===== config.mk =====
export PLATFORM = sky130hd
export DESIGN_NAME = ascii_rom_arbiter
export DESIGN_NICKNAME = d
export VERILOG_FILES = /design/src/rtl/ascii_rom_arbiter.sv
export SDC_FILE = /design/constraint.sdc
export NUM_CORES = 1
export LEC_CHECK = 0
export ABC_AREA = 1
export CAP_MARGIN = 10
export CORE_MARGIN = 1
export CORE_UTILIZATION = 43
export DETAILED_ROUTE_END_ITERATION = 12
export GPL_TIMING_DRIVEN = 1
export PLACE_DENSITY = 0.86
export SYNTH_ARGS = -nofsm -noshare
export SYNTH_HDL_FRONTEND = slang
export SYNTH_SLANG_ARGS = --single-unit

===== constraint.sdc =====
create_clock -name clk -period 3.73 [get_ports clk]
set_input_delay 0.9325 -clock clk [delete_from_list [all_inputs] [get_ports clk]]
set_output_delay 0.9325 -clock clk [all_outputs]
set_load 0.01 [all_outputs]

===== src/rtl/ascii_rom_arbiter.sv =====
// Purpose : round-robin arbiter letting NUM_REQ text requesters share one registered ascii_rom.
// Latency : grant and rom_addr are combinational; rsp_valid/rsp_data arrive 1 cycle after the grant.
// Backpr. : no queuing; a requester that is not granted keeps req high and retries every cycle.
//
// Ports:
//   clk        rising-edge clock for all state
//   reset      asynchronous, active-high reset
//   req        per-requester lookup request (bit i = requester i)
//   addr       flattened addresses, requester i at [i*ADDR_W +: ADDR_W]
//   gnt        one-hot (or zero) grant, same cycle as req
//   rom_addr   address to the shared ROM; holds the last granted address when idle
//   rom_data   ROM output (registered inside the ROM, 1-cycle latency)
//   rsp_valid  registered one-hot owner of rsp_data
//   rsp_data   glyph row, passed through from rom_data
//
// Build option: define ASCII_ARB_PRIO0_EN to give requester 0 absolute priority
// (its grants leave the round-robin pointer untouched).

module ascii_rom_arbiter #(
  parameter int NUM_REQ = 3,
  parameter int ADDR_W  = 11,
  parameter int DATA_W  = 8
) (
  input  logic                      clk,
  input  logic                      reset,
  input  logic [NUM_REQ-1:0]        req,
  input  logic [NUM_REQ*ADDR_W-1:0] addr,
  output logic [NUM_REQ-1:0]        gnt,
  output logic [ADDR_W-1:0]         rom_addr,
  input  logic [DATA_W-1:0]         rom_data,
  output logic [NUM_REQ-1:0]        rsp_valid,
  output logic [DATA_W-1:0]         rsp_data
);

  localparam int PTR_W = (NUM_REQ > 1) ? $clog2(NUM_REQ) : 1;

  logic [PTR_W-1:0]  ptr;
  logic [PTR_W-1:0]  ptr_next;
  logic [PTR_W-1:0]  gnt_idx;
  logic [PTR_W-1:0]  cand;
  logic [PTR_W:0]    cand_sum;
  logic              gnt_any;
  logic              prio_hit;
  logic [ADDR_W-1:0] addr_hold;
  logic [ADDR_W-1:0] addr_arr [NUM_REQ];

  // Unflatten the address bus so the grant index can select it directly.
  for (genvar g = 0; g < NUM_REQ; g++) begin : g_addr
    assign addr_arr[g] = addr[g*ADDR_W +: ADDR_W];
  end

  // Winner search: optional requester-0 override, then walk upward from ptr
  // with wrap-around and take the first asserted request.
  always_comb begin
    gnt_any  = 1'b0;
    gnt_idx  = '0;
    prio_hit = 1'b0;
    cand     = '0;
    cand_sum = '0;
`ifdef ASCII_ARB_PRIO0_EN
    if (req[0]) begin
      gnt_any  = 1'b1;
      prio_hit = 1'b1;
    end
`else
    prio_hit = 1'b0;
`endif
    for (int k = 0; k < NUM_REQ; k++) begin
      // ptr < NUM_REQ and k < NUM_REQ, so one conditional subtract is a full modulo.
      cand_sum = {1'b0, ptr} + (PTR_W+1)'(k);
      if (cand_sum >= (PTR_W+1)'(NUM_REQ)) begin
        cand_sum = cand_sum - (PTR_W+1)'(NUM_REQ);
      end
      cand = cand_sum[PTR_W-1:0];
      if (!gnt_any && req[cand]) begin
        gnt_any = 1'b1;
        gnt_idx = cand;
      end
    end
  end

  always_comb begin
    gnt = '0;
    if (gnt_any) begin
      gnt[gnt_idx] = 1'b1;
    end
  end

  // Idle cycles replay the last granted address so the ROM input stays stable.
  assign rom_addr = gnt_any ? addr_arr[gnt_idx] : addr_hold;
  assign rsp_data = rom_data;

  // Pointer moves past the winner; a priority grant to requester 0 leaves it alone
  // so the other requesters keep their round-robin position.
  always_comb begin
    ptr_next = ptr;
    if (gnt_any && !prio_hit) begin
      if (gnt_idx == PTR_W'(NUM_REQ-1)) begin
        ptr_next = '0;
      end else begin
        ptr_next = gnt_idx + PTR_W'(1);
      end
    end
  end

  // rsp_valid mirrors the ROM's one-cycle read latency. Reset clears it at once,
  // which also drops any response for a grant issued while reset is high.
  always_ff @(posedge clk or posedge reset) begin
    if (reset) begin
      ptr       <= '0;
      addr_hold <= '0;
      rsp_valid <= '0;
    end else begin
      ptr       <= ptr_next;
      rsp_valid <= gnt;
      if (gnt_any) begin
        addr_hold <= rom_addr;
      end
    end
  end

endmodule

==> flow_metrics.py <==
metrics = {
    "status": {
        "outcome": "completed",
    },
    "synth": {
        "netlist_area_um2": 1380,
        "avgSynthCellArea_um2": 7.17,
        "seq_area_frac_synth": 0.291,
        "synth_top_family_by_area": "simple AND/OR/NAND/NOR gates",
        "synth_xor_area_frac": 0,
        "syn_inst": 192,
        "synth_largest_area_cell": "dfrtp_1",
        "ys_seq_elements": 16,
        "synth_ff_type": "dfrtp_1",
        "synth_top_area_frac": 0.291,
        "synth_cell_types": 22,
        "yosysMostFrequentCell": "nand2_1",
        "synthAdderAreaFrac": 0.0272,
        "yosysWarnings": 0,
        "synth-edff-count": 0,
        "synthSimpleGateAreaFrac": 0.440,
        "synthTopCellsByArea": "dfrtp_1, nand3_1, nand2_1, inv_1, a21oi_1",
        "synthMuxAreaShare": 0,
        "syn_nets": 241,
        "synth_common_cells": "nand2_1, nand3_1, inv_1",
        "postSynth.asyncResetShare": 1.00,
        "synth_compound_area_frac": 0.0954,
    },
    "critical_path": {
        "startpoint_type": "primary input",
        "path_max_fanout": 7,
        "cp-end-kind": "primary output",
        "worstSetupPathType": "in -> out",
        "cp.arrival_ns": 2.70,
        "critPathRequiredTime_ns": 2.80,
    },
    "die": {
        "coreArea_um2": 3050,
        "die_h_um": 58.6,
        "die_w_um": 58.6,
        "rows": 20,
        "io_pins": 71,
        "die-area_um2": 3430,
        "initial_utilization": 0.451,
    },
    "place": {
        "place_area_um2": 2110,
        "globalplace.congestion": 0.909,
        "numPortBuffers": 54,
        "dp_hpwl_um": 2800,
        "dp.cells": 307,
    },
    "timing": {
        "timing.hold.ws_ns": 0.538,
        "final_hold_viol_count": 0,
        "grt_setup_unrepaired": "no",
        "clock.fmax_mhz": 276,
        "finalCritPeriodShare": 0.973,
        "setup_viol": 0,
        "min_period_ns": 3.63,
        "finClkSkew_ns": 0.00790,
        "drv_slew": 0,
        "max_slew_margin": 0.578,
        "tightest_slew_ns": 0.632,
    },
    "global_routing": {
        "gr-usage-met3": 0.0352,
        "overflow": 0,
        "grt_max_degree": 17,
        "grt_pass1_wl_um": 6430,
        "met1_usage": 0.300,
        "antenna_found_initial": 0,
        "globalRouteMet2Util": 0.447,
        "first_global_vias": 1512,
        "top_usage_layer": "met2",
        "grt_usage": 0.245,
    },
    "route": {
        "wirelength_um": 3930,
        "route.vias.total": 1526,
        "postRouteAntennaNets": 0,
        "first_iter_violations": 67,
        "dr.pass1.iters": 4,
        "wl_per_cell_um": 12.3,
        "via_per_inst": 4.77,
        "post-route-drc-count": 0,
    },
    "finish": {
        "final_nets": 326,
        "diodes": 0,
        "design_area_um2": 2280,
        "syn_to_final_growth_pct": 65.2,
        "fin_cells": 320,
        "drive_gt1_frac": 0.330,
    },
    "clock_tree": {
        "htree_levels": 1,
        "cts_buffer_depth": 2,
        "cts_root_buffer": "clkbuf_4",
        "numClockSinks": 16,
        "clk_pin_slew_worst_paths_ns": 0.10,
        "clkLatencyLatePin_ns": 0.29,
        "hold_buffers": 0,
        "tritoncts": "yes",
        "cts_made_buffers": 3,
    },
    "power_and_ir_drop": {
        "power_leakage_nw": 1.13,
        "p_sw_w": 0.00139,
        "vdd_drop_max_mv": 0.829,
        "switching_share": 0.467,
        "pwr-share-clk": 0.041,
        "internal_power_w": 0.00158,
        "pwr-share-seq": 0.104,
        "combPwrFrac": 0.855,
        "p_per_area_nw_per_um2": 1300,
    },
    "flow_run": {
        "cap_viol_max_count": 0,
    },
    "worst_hold_path": {
        "hp-class": "reg -> reg",
    },
}
-- kinds of logic after synthesis --
logic type / after synthesis
DFF: 16
and+or+nand+nor: 108
adders and majority gates: 3
AOI/OAI and AO/OA: 24
buffers and inverters: 41
-- registers in the layout, indices dropped and copies added, names as in the netlist --
signal and count:
addr_hold 11, ptr 2, rsp_valid 3
-- metal layers --
layer / vias up / wire length [µm]
met3: 2 / 248
met1: 682 / 1610
met4: 0 / 6
met5: - / 0
li1: 781 / -
met2: 61 / 2060
-- power by group through the flow --
stage,Combinational (W),Clock [W],Sequential [W]
CTS,0.00249,0.000124,0.000309
global placement,0.00228,0,0.000309
detailed placement,0.00233,0,0.000312
finish,0.00254,0.000121,0.000308
global route,0.00276,0.000134,0.000317
floorplan,0.00127,0,0.000314
-- repair_timing --
item / 4_1_cts / 5_1_grt
pin swaps: 7 / 2
gates resized for setup: 42 / 5
gates cloned: 0 / 0
endpoints found under the setup margin: 14 / 13
setup buffers: 9 / 0
-- cell usage in the layout (no fill, tap or decap), types with 2 or more instances in the layout --
cell             count
nand2_1             41
clkdlybuf4s50_1     38
buf_4               34
nand3_1             33
inv_1               23
dfrtp_1             16
a21oi_1             14
nand2_2              8
nor2_2               8
dlygate4sd2_1        7
inv_2                5
nand3_4              5
clkdlybuf4s15_2      5
o21ai_0              4
nand3_2              4
nand2_4              4
clkbuf_4             3
clkdlybuf4s15_1      3
inv_4                2
nor2_4               2
o21ai_1              2
ha_1                 2
buf_6                2
-- worst paths after layout --
| check | from | end | slack (ns) | depth (start not counted) |
|---|---|---|---|---|
| min reg2reg | addr_hold[4] | addr_hold[4] | 0.54 | 2 |
| min in group asynchronous | reset | addr_hold[5] | 1.01 | 2 |
| max in group asynchronous | reset | addr_hold[6] | 2.31 | 2 |
| min | addr_hold[4] | addr_hold[4] | 0.54 | 2 |
| max | req[2] | rom_addr[9] | 0.10 | 13 |
| max reg2reg | ptr[0] | addr_hold[5] | 1.52 | 13 |
-- metrics by stage --
| stage | setup TNS (ns) | utilization | setup WS, ns | power, W |
|---|---|---|---|---|
| after detailed placement | -4.06 | 0.690 | -0.376 | 0.00264 |
| after floorplan | 0 | - | 0.731 | 0.00158 |
| after global placement | -3.49 | 0.690 | -0.313 | 0.00259 |
| after global routing | 0 | 0.745 | 0.0117 | 0.00321 |
| after CTS | 0 | 0.740 | 0.00535 | 0.00292 |
| final | 0 | 0.745 | 0.102 | 0.00296 |
-- layout make-up --
type / instances / area (µm²)
well taps: 44 / 55.1
multi-input cells: 135 / 828
flip-flops and latches: 16 / 400
repair buffers: 91 / 838
clock buffers: 4 / 36.3
fillers: 238 / 777
inverters: 30 / 118
-- worst max-delay path, cell delays in order --
cell	delay, ns
dlygate4sd2_1	0.27
inv_1	0.06
o21ai_0	0.22
nand2_2	0.14
a21oi_4	0.17
nand2_4	0.08
nand2_4	0.10
nand2_2	0.07
nor2_4	0.15
buf_6	0.13
nand2_2	0.05
nand3_1	0.07
clkdlybuf4s15_2	0.23
Power figures use the tool's default switching activity.
